--- config.mk ---
export PLATFORM = sky130hd
export DESIGN_NAME = ifetch_unit_flat
export DESIGN_NICKNAME = d
export VERILOG_FILES = /design/src/rtl/ifetch_unit_if.sv /design/src/rtl/ifetch_unit.sv /design/src/flat_wrapper.sv
export SDC_FILE = /design/constraint.sdc
export NUM_CORES = 1
export LEC_CHECK = 0
export BUFFER_PORTS_ARGS = -buffer_cell sky130_fd_sc_hd__buf_2
export CORE_MARGIN = 2
export CORE_UTILIZATION = 40
export CTS_CLUSTER_DIAMETER = 100
export DETAILED_ROUTE_END_ITERATION = 8
export GPL_TIMING_DRIVEN = 0
export PLACE_DENSITY_LB_ADDON = 0.08
export SYNTH_ARGS = -nofsm -noshare
export SYNTH_HDL_FRONTEND = slang
export SYNTH_SLANG_ARGS = --single-unit
--- constraint.sdc ---
create_clock -name clk -period 3.48 [get_ports clk]
set_clock_uncertainty 0.2 [all_clocks]
set_input_delay 0.348 -clock clk [delete_from_list [all_inputs] [get_ports clk]]
set_output_delay 0.348 -clock clk [all_outputs]
set_load 0.03 [all_outputs]
--- src/rtl/ifetch_unit_if.sv ---
// Fetch-unit bundle: instruction-memory handshake, redirect input and decode-side
// instruction stream.
interface ifetch_unit_if;
    logic        imem_req;
    logic [31:0] imem_addr;
    logic        imem_gnt;
    logic        imem_rvalid;
    logic [31:0] imem_rdata;
    logic        redirect_valid;
    logic [31:0] redirect_pc;
    logic        inst_valid;
    logic        inst_ready;
    logic [31:0] inst_data;
    logic [31:0] inst_pc;

    modport master (
        output imem_req, imem_addr,
        input  imem_gnt, imem_rvalid, imem_rdata,
        input  redirect_valid, redirect_pc,
        output inst_valid, inst_data, inst_pc,
        input  inst_ready
    );

    modport slave (
        input  imem_req, imem_addr,
        output imem_gnt, imem_rvalid, imem_rdata,
        output redirect_valid, redirect_pc,
        input  inst_valid, inst_data, inst_pc,
        output inst_ready
    );
endinterface

--- src/rtl/ifetch_unit.sv ---
// Instruction-fetch front end: one outstanding word read, small instruction queue,
// and redirect handling that flushes the queue and drops stale responses.
module ifetch_unit #(
    parameter logic [31:0] RESET_PC = 32'h0000_0000,
    parameter int unsigned QDEPTH   = 2
) (
    input logic           clk,
    input logic           rst,
    ifetch_unit_if.master bus
);
    localparam int unsigned   PtrW   = $clog2(QDEPTH);
    localparam logic [PtrW:0] DepthC = (PtrW + 1)'(QDEPTH);

    typedef enum logic [1:0] {StIdle, StReq, StRsp} state_e;

    state_e          state_q;
    logic [31:0]     fetch_pc_q;
    logic [31:0]     imem_addr_q;
    logic            imem_req_q;
    logic            drop_q;
    logic            redir_pend_q;
    logic [PtrW:0]   count_q;
    logic [PtrW-1:0] rptr_q;
    logic [PtrW-1:0] wptr_q;
    logic [31:0]     q_data_q [QDEPTH];
    logic [31:0]     q_pc_q   [QDEPTH];

    logic [31:0]   target;
    logic          enq;
    logic          deq;
    logic          pending;
    logic          space;
    logic          space_after;
    logic [PtrW:0] cnt_after;
    logic [PtrW+1:0] occ;

    always_comb begin
        target      = {bus.redirect_pc[31:2], 2'b00};
        enq         = (state_q == StRsp) && bus.imem_rvalid && !drop_q && !bus.redirect_valid;
        deq         = (count_q != '0) && bus.inst_ready;
        pending     = (state_q == StRsp) && !drop_q;
        occ         = {1'b0, count_q} + {{(PtrW + 1){1'b0}}, pending};
        space       = occ < {1'b0, DepthC};
        cnt_after   = count_q + {{PtrW{1'b0}}, enq} - {{PtrW{1'b0}}, deq};
        space_after = cnt_after < DepthC;
    end

    always_ff @(posedge clk) begin
        if (rst) begin
            state_q      <= StIdle;
            fetch_pc_q   <= RESET_PC;
            imem_addr_q  <= RESET_PC;
            imem_req_q   <= 1'b0;
            drop_q       <= 1'b0;
            redir_pend_q <= 1'b0;
            count_q      <= '0;
            rptr_q       <= '0;
            wptr_q       <= '0;
            q_data_q     <= '{default: '0};
            q_pc_q       <= '{default: '0};
        end else begin
            if (bus.redirect_valid) begin
                count_q <= '0;
                rptr_q  <= '0;
                wptr_q  <= '0;
            end else begin
                if (enq) begin
                    q_data_q[wptr_q] <= bus.imem_rdata;
                    q_pc_q[wptr_q]   <= imem_addr_q;
                    wptr_q           <= wptr_q + PtrW'(1);
                end
                if (deq) rptr_q <= rptr_q + PtrW'(1);
                count_q <= cnt_after;
            end

            unique case (state_q)
                StIdle: begin
                    if (bus.redirect_valid) fetch_pc_q <= target;
                    if (bus.redirect_valid || space) begin
                        state_q     <= StReq;
                        imem_req_q  <= 1'b1;
                        imem_addr_q <= bus.redirect_valid ? target : fetch_pc_q;
                    end
                end
                StReq: begin
                    if (bus.imem_gnt) begin
                        state_q      <= StRsp;
                        imem_req_q   <= 1'b0;
                        redir_pend_q <= 1'b0;
                        if (bus.redirect_valid) begin
                            fetch_pc_q <= target;
                            drop_q     <= 1'b1;
                        end else if (redir_pend_q) begin
                            // fetch_pc already holds the redirect target; this grant is stale
                            drop_q <= 1'b1;
                        end else begin
                            fetch_pc_q <= fetch_pc_q + 32'd4;
                        end
                    end else if (bus.redirect_valid) begin
                        // Request stays up at its old address; remember to drop its data
                        fetch_pc_q   <= target;
                        redir_pend_q <= 1'b1;
                    end
                end
                StRsp: begin
                    if (bus.redirect_valid) fetch_pc_q <= target;
                    if (bus.imem_rvalid) begin
                        drop_q <= 1'b0;
                        if (bus.redirect_valid || space_after) begin
                            state_q     <= StReq;
                            imem_req_q  <= 1'b1;
                            imem_addr_q <= bus.redirect_valid ? target : fetch_pc_q;
                        end else begin
                            state_q <= StIdle;
                        end
                    end else if (bus.redirect_valid) begin
                        drop_q <= 1'b1;
                    end
                end
                default: state_q <= StIdle;
            endcase
        end
    end

    assign bus.imem_req   = imem_req_q;
    assign bus.imem_addr  = imem_addr_q;
    assign bus.inst_valid = (count_q != '0);
    assign bus.inst_data  = q_data_q[rptr_q];
    assign bus.inst_pc    = q_pc_q[rptr_q];
endmodule

--- src/flat_wrapper.sv ---
// flat-port wrapper written by rule: the top's interface ports become plain ports
module ifetch_unit_flat 
#(
    parameter logic [31:0] RESET_PC = 32'h0000_0000,
    parameter int unsigned QDEPTH   = 2
)
  (clk, rst, bus_imem_req, bus_imem_addr, bus_imem_gnt, bus_imem_rvalid, bus_imem_rdata, bus_redirect_valid, bus_redirect_pc, bus_inst_valid, bus_inst_data, bus_inst_pc, bus_inst_ready);
  ifetch_unit_if bus_i ();
  input logic clk;
  input logic rst;
  output wire logic [$bits(bus_i.imem_req)-1:0] bus_imem_req;
  output wire logic [$bits(bus_i.imem_addr)-1:0] bus_imem_addr;
  input wire logic [$bits(bus_i.imem_gnt)-1:0] bus_imem_gnt;
  input wire logic [$bits(bus_i.imem_rvalid)-1:0] bus_imem_rvalid;
  input wire logic [$bits(bus_i.imem_rdata)-1:0] bus_imem_rdata;
  input wire logic [$bits(bus_i.redirect_valid)-1:0] bus_redirect_valid;
  input wire logic [$bits(bus_i.redirect_pc)-1:0] bus_redirect_pc;
  output wire logic [$bits(bus_i.inst_valid)-1:0] bus_inst_valid;
  output wire logic [$bits(bus_i.inst_data)-1:0] bus_inst_data;
  output wire logic [$bits(bus_i.inst_pc)-1:0] bus_inst_pc;
  input wire logic [$bits(bus_i.inst_ready)-1:0] bus_inst_ready;
  assign bus_imem_req = bus_i.imem_req;
  assign bus_imem_addr = bus_i.imem_addr;
  assign bus_i.imem_gnt = bus_imem_gnt;
  assign bus_i.imem_rvalid = bus_imem_rvalid;
  assign bus_i.imem_rdata = bus_imem_rdata;
  assign bus_i.redirect_valid = bus_redirect_valid;
  assign bus_i.redirect_pc = bus_redirect_pc;
  assign bus_inst_valid = bus_i.inst_valid;
  assign bus_inst_data = bus_i.inst_data;
  assign bus_inst_pc = bus_i.inst_pc;
  assign bus_i.inst_ready = bus_inst_ready;
  ifetch_unit #(.RESET_PC(RESET_PC), .QDEPTH(QDEPTH)) u_core (.clk(clk), .rst(rst), .bus(bus_i));
endmodule
==> results of run 1 <==
[Yosys cell counts, drive strengths merged (7+ instances only)]
cell	instances	area, µm²
a21oi	159	796
a311oi	9	78.8
and2	8	50.1
mux2	65	732
buf	26	126
nand2	296	1110
nor3	19	100
clkbuf	60	226
a211oi	33	248
o21ai	20	100
ha	7	87.6
mux2i	24	240
nand3	21	105
nand4	14	87.6
nand2b	10	62.6
nor2	64	243
dfxtp	201	4020
inv	10	37.5
a31oi	8	50.1
[final cells by class]
type / count / area [µm²] / share of cell area
Buffer: 86 / 353 / 0.0307
Clock buffer: 30 / 642 / 0.0558
Clock inverter: 7 / 63.8 / 0.00554
Inverter: 11 / 41.3 / 0.00359
Multi-Input combinational cell: 836 / 4730 / 0.411
Sequential cell: 201 / 4020 / 0.350
Tap cell: 285 / 357 / 0.0310
Timing Repair Buffer: 212 / 1300 / 0.113
[routing by layer]
metal  up-vias  global-route usage  wire length [µm]
met1      4003               0.351             14100
met3        49              0.0329              1940
met2       291               0.380             13300
met4         0              0.0633               577
met5         -                   0                 0
li1       4414                   -                 -
[worst max-delay path: cells and delay by family, from the launching register on]
family | cells | cell delay (ns)
compound gates | 3 | 0.43
xor+xnor | 1 | 0.22
fa+ha+maj | 2 | 0.35
buf+inv | 4 | 0.98
flops | 1 | 0.34
simple gates | 2 | 0.47
[final timing paths]
check	startpoint	end	slack (ns)	cells past startpoint
setup reg to reg	u_core.state_q[0]	u_core.bus.imem_addr[24]	0.32	12
hold reg to reg	u_core.q_data_q[0]	u_core.q_data_q[0]	0.25	2
setup / recovery	u_core.state_q[0]	u_core.bus.imem_addr[24]	0.32	12
hold / removal	bus_inst_ready	u_core.rptr_q	0.02	4
[cell usage in the layout, fill, tap and decap left out, drive strengths merged, types with 7 or more instances in the layout]
| master | instances |
|---|---|
| mux2 | 65 |
| nand2 | 296 |
| and2 | 8 |
| a311oi | 9 |
| clkbuf | 90 |
| nor2 | 64 |
| dfxtp | 201 |
| ha | 7 |
| a31oi | 8 |
| mux2i | 24 |
| nand2b | 10 |
| dlygate4sd3 | 48 |
| o21ai | 20 |
| inv | 11 |
| nor3 | 19 |
| nand4 | 14 |
| buf | 190 |
| a211oi | 33 |
| nand3 | 21 |
| a21oi | 159 |
[where the power goes]
group	total (mW)	switching (mW)	internal (mW)
logic	0.912	0.601	0.311
registers	2.59	0.165	2.42
clock network	2.31	0.952	1.36
[through the flow]
| stage | hold WS [ns] | util | setup slack [ns] |
|---|---|---|---|
| 6_report | 0.0244 | 0.510 | 0.323 |
| 3_3_place_gp | 0.239 | 0.457 | 0.311 |
| 4_1_cts | 0.00257 | 0.510 | 0.324 |
| 2_1_floorplan | 0.233 | - | 0.735 |
| 5_1_grt | 0.0124 | 0.510 | 0.0434 |
| 3_5_place_dp | 0.243 | 0.457 | 0.350 |
[cell families (layout without fill, tap and decap cells)]
logic type      after synthesis  count (layout)  synth area share
compound gates              272             272             0.178
xor+xnor                      4               4           0.00533
fa+ha+maj                     7               7           0.00957
buf+inv                      97             346            0.0431
flops                       201             201             0.440
mux                          89              89             0.106
simple gates                464             464             0.218
[what timing repair did]
| item | in CTS | in global routing |
|---|---|---|
| endpoints found under the setup margin | 0 | 0 |
| resized for setup | 0 | 0 |
| hold buffers | 48 | 0 |
| buffers inserted | 0 | 0 |
| hold endpoints to repair | 82 | 0 |
[sequential cells by signal (all words and copies together) (netlist names)]
signal,cells
u_core.count_q,2
u_core.redir_pend_q,1
u_core.bus.imem_req,1
u_core.state_q,2
u_core.fetch_pc_q,32
u_core.drop_q,1
u_core.q_pc_q,64
u_core.bus.imem_addr,32
u_core.q_data_q,64
u_core.wptr_q,1
u_core.rptr_q,1
==> run metrics, run 1 <==
Pwr Total=5.81 mW; drt total wl=29800 µm; gpl congestion=a little over 0.9; fin crit period=3.16 ns; crit path DAT=3.31 ns; crit path kind=reg -> reg; Die ar.=24100 µm²; Critical Path Max Stage Delay=0.42 ns; Max Clk Rate=317 MHz; placed cell areas=10300 µm²; antenna viol nets, final=0; setup TNS=0 ns; n_diodes=0; Critical Path Source Type=register; clock-pin slew on the worst setup and hold paths=0.06 ns; Synth async-reset ratio=0; Non-Filler Instances=~1700; TritonCTS clock tree=built; I/O pins=around 170; via count=8757; crit share post-route=0.907; GRT Util Overall=0.242; share of layout cells above drive strength 1=0.214; Syn Area/Cell=8.07 µm²; critical-path cell list=inv_1 -> ha_1 -> clkbuf_2 -> nand2b_1 -> nor3b_2 -> ha_1 -> xnor3_1 -> o211ai_1 -> a21boi_0 -> buf_2 -> clkbuf_1 -> a211oi_1; sequential-to-total area share from yosys stat=0.440; Crit Path Max Fanout=10; global-route wire length before repair=46300 µm; RSZ-0062 raised after global routing=no; die width=approximately 160 µm; CTS sink count=201; Crit. End Element=register; status=finished clean; final hold vios=0; placed cells=1583; Clock Latency Late Sink=approximately 0.52 ns; DRC=0; most used cell, CP=ha_1; Max Slew Vio Count=0; Pre-antenna DRT Iters=5; EDFF count, synth=0; DPL Wire Length=about 21000 µm; vias in the first global route=8315; GR Overflow Total=0; Crit-path slowest cell=clkbuf_1; Ys Warns=0; clock root cell=clkbuf_16; final-layout fill cell count=between 2000 and 2500; Mapped Area=around 9000 µm²; IO Port Bufs=164; row cnt=55; P_leak=4.55 nW; Synth Flop Type=dfxtp_1; post-synthesis cell count=approximately 1100; Yosys cell types=61; Worst VDD drop=between 0.2 and 0.25 mV; Die H=155 µm; 1st-iter DRT viols=between 600 and 700; syn_nets=1211; Critical Path RT=3.64 ns; P per Cell Area=505 nW/µm²; Final Instance Area=11500 µm²; synth-to-layout area growth=25.8%; Worst Tran Pin Value=1.22 ns; Synth Register Bits=201; nets@finish=1448; Initial Utilization=0.405; max-cap viol count=0; core area=approximately 23000 µm²; post-DR wirelength/cell=around 18 µm; H-tree depth=1; initial antenna violation count=0; Final setup viols=0; CTS buffer count=23; largest net degree at the start of global routing=13; clk buf depth=3; number of vias per cell=5.25; Slew headroom=0.177; worst min path class=in -> reg
Power figures use the tool's default switching activity.
==> run 2, diff against run 1 <==
--- a/config.mk
+++ b/config.mk
@@ -7,7 +7,7 @@
 export LEC_CHECK = 0
 export BUFFER_PORTS_ARGS = -buffer_cell sky130_fd_sc_hd__buf_2
 export CORE_MARGIN = 2
-export CORE_UTILIZATION = 40
+export CORE_UTILIZATION = 55
 export CTS_CLUSTER_DIAMETER = 100
 export DETAILED_ROUTE_END_ITERATION = 8
 export GPL_TIMING_DRIVEN = 0
==> run 2 against run 1 <==
  * Combinational power fell by 1%
  * Utilization rose by 19 points
  * Fmax fell by 0.50%
  * Clock-buffer cell count rose by 4
  * Register-to-register slack got worse by 0.02 ns
==> run metrics, run 2 (synthesis results as in run 1) <==
worst min path class=in -> reg; crit path DAT=3.31 ns; reg2reg path depth=12; Worst Tran Pin Value=1.26 ns; 1st-iter DRT viols=approximately 700; Die ar.=between 15000 and 20000 µm²; GRT Util Overall=0.307; initial antenna violation count=0; synth-to-layout area growth=25.2%; Clock Latency Late Sink=roughly 0.51 ns; worst r2r src=u_core.state_q[0]; Critical Path Source Type=register; critical-path cell list=inv_1 -> ha_1 -> clkbuf_2 -> nand2b_1 -> nor3b_4 -> ha_1 -> xnor3_1 -> o211ai_1 -> a21boi_0 -> buf_2 -> clkbuf_1 -> a311oi_1; Setup Buffers After CTS=0; first element of the critical path=u_core.state_q[0]; Hold Path Stages=3; clock root cell=clkbuf_16; RSZ-0062 raised after global routing=no; antenna viol nets, final=0; Max Slew Vio Count=0; fin crit period=3.17 ns; H-tree depth=1; clk buf depth=3; largest net degree at the start of global routing=14; final hold vios=0; sequential power share=0.439; final-layout fill cell count=roughly 1400; FF-to-FF End=u_core.bus.imem_addr[5]; IO Port Bufs=164; switch share=0.284; Critical Path Max Stage Delay=approximately 0.40 ns; CTS buffer count=22; core area=16400 µm²; max-cap viol count=0; vias in the first global route=approximately 8000; P per Cell Area=514 nW/µm²; clock-pin slew on the worst setup and hold paths=0.07 ns; die width=~130 µm; part of the power in the clock network=0.408; Gate power share=0.153; CP Buf/Inv Count=4; global-route wire length before repair=43600 µm; drt total wl=27900 µm; Pre-antenna DRT Iters=5; DPL Wire Length=19600 µm; crit share post-route=0.912; NetSw=approximately 1.7 mW; post-DR wirelength/cell=17.4 µm; worst hold slack=0.000537 ns; CTS sink count=201; Slew headroom=0.149; Crit. End Element=register; crit path kind=reg -> reg; n_diodes=0; Worst VDD drop=around 0.36 mV; Final setup viols=0; I/O pins=168; Hold Path Sink=u_core.wptr_q; GR Overflow Total=0; Crit Path Max Fanout=10; P_leak=4.56 nW; Initial Utilization=0.558; Critical Path RT=about 3.6 ns; min-delay src=rst; row cnt=47; Int Power=4.22 mW; setup TNS=0 ns; gpl congestion=a little under 1; commonest non-fill, non-tap cell in the layout=nand2_1; biggest registers after layout=u_core.q_data_q x64, u_core.q_pc_q x64; nets@finish=around 1400; Worst R2R Setup Slack=roughly 0.31 ns; Crit-path slowest cell=clkbuf_1; most frequent cells in the layout=nand2_1, dfxtp_1, buf_2; most used cell, CP=ha_1; Die H=approximately 130 µm; DRC=0; via count=8985; number of vias per cell=~5.6; share of layout cells above drive strength 1=0.215; TritonCTS clock tree=built; delay-heaviest family, CP=buffers and inverters; Max Clk Rate=315 MHz; status=finished clean
run 2: timing repair:
item / in CTS / in global routing
setup endpoints to repair: 0 / 6
hold endpoints to repair: 77 / 0
hold buffers: 45 / 0
gates resized for setup: 0 / 1
run 2: worst max-delay path by stage:
stage                                    end  depth (start not counted)
floorplan           u_core.bus.imem_addr[12]                         12
global placement    u_core.bus.imem_addr[12]                         12
detailed placement  u_core.bus.imem_addr[14]                         12
CTS                  u_core.bus.imem_addr[5]                         12
global route        u_core.bus.imem_addr[14]                         13
finish               u_core.bus.imem_addr[5]                         12
run 2: worst register-to-register path: cells and delay by family, from the launching register on:
family,cells,cell delay [ns]
flip-flops,1,0.34
XOR/XNOR,1,0.21
AO/OA/AOI/OAI,3,0.50
buffers and inverters,4,0.97
adder cells (fa/ha/maj),2,0.34
AND/OR/NAND/NOR,2,0.45
run 2: final cells by class:
| type | count | area [µm²] | area share |
|---|---|---|---|
| multi-input cells | 836 | 4740 | 0.413 |
| well taps | 220 | 275 | 0.0240 |
| repair buffers | 209 | 1270 | 0.111 |
| clock inverters | 6 | 80.1 | 0.00699 |
| clock buffers | 34 | 677 | 0.0591 |
| flip-flops and latches | 201 | 4020 | 0.351 |
| inverters | 11 | 41.3 | 0.00360 |
| plain buffers | 86 | 353 | 0.0308 |
run 2: metal layers:
metal | vias up | GRT usage | share of wire
met5 | - | 0 | 0
li1 | 4408 | - | -
met3 | 46 | 0.0429 | 0.082
met2 | 400 | 0.487 | 0.45
met1 | 4131 | 0.437 | 0.44
met4 | 0 | 0.0872 | 0.023
run 2: power groups by stage:
stage / registers, mW / logic (mW) / clock network, mW
floorplan: 2.72 / 0.423 / 0
global placement: 2.63 / 0.842 / 0
CTS: 2.58 / 0.893 / 2.43
finish: 2.59 / 0.903 / 2.40
global route: 2.60 / 0.974 / 2.53
detailed placement: 2.63 / 0.849 / 0
run 2: metrics by stage:
stage	utilization	power (mW)	worst slack, ns	instance area [µm²]	std cells
4_1_cts	0.698	5.90	0.295	11500	1603
5_1_grt	0.698	6.11	0.0368	11500	1603
2_1_floorplan	-	3.15	0.735	9150	1134
6_report	0.698	5.89	0.307	11500	1603
3_3_place_gp	0.624	3.47	0.325	10200	1518
3_5_place_dp	0.624	3.48	0.371	10200	1518
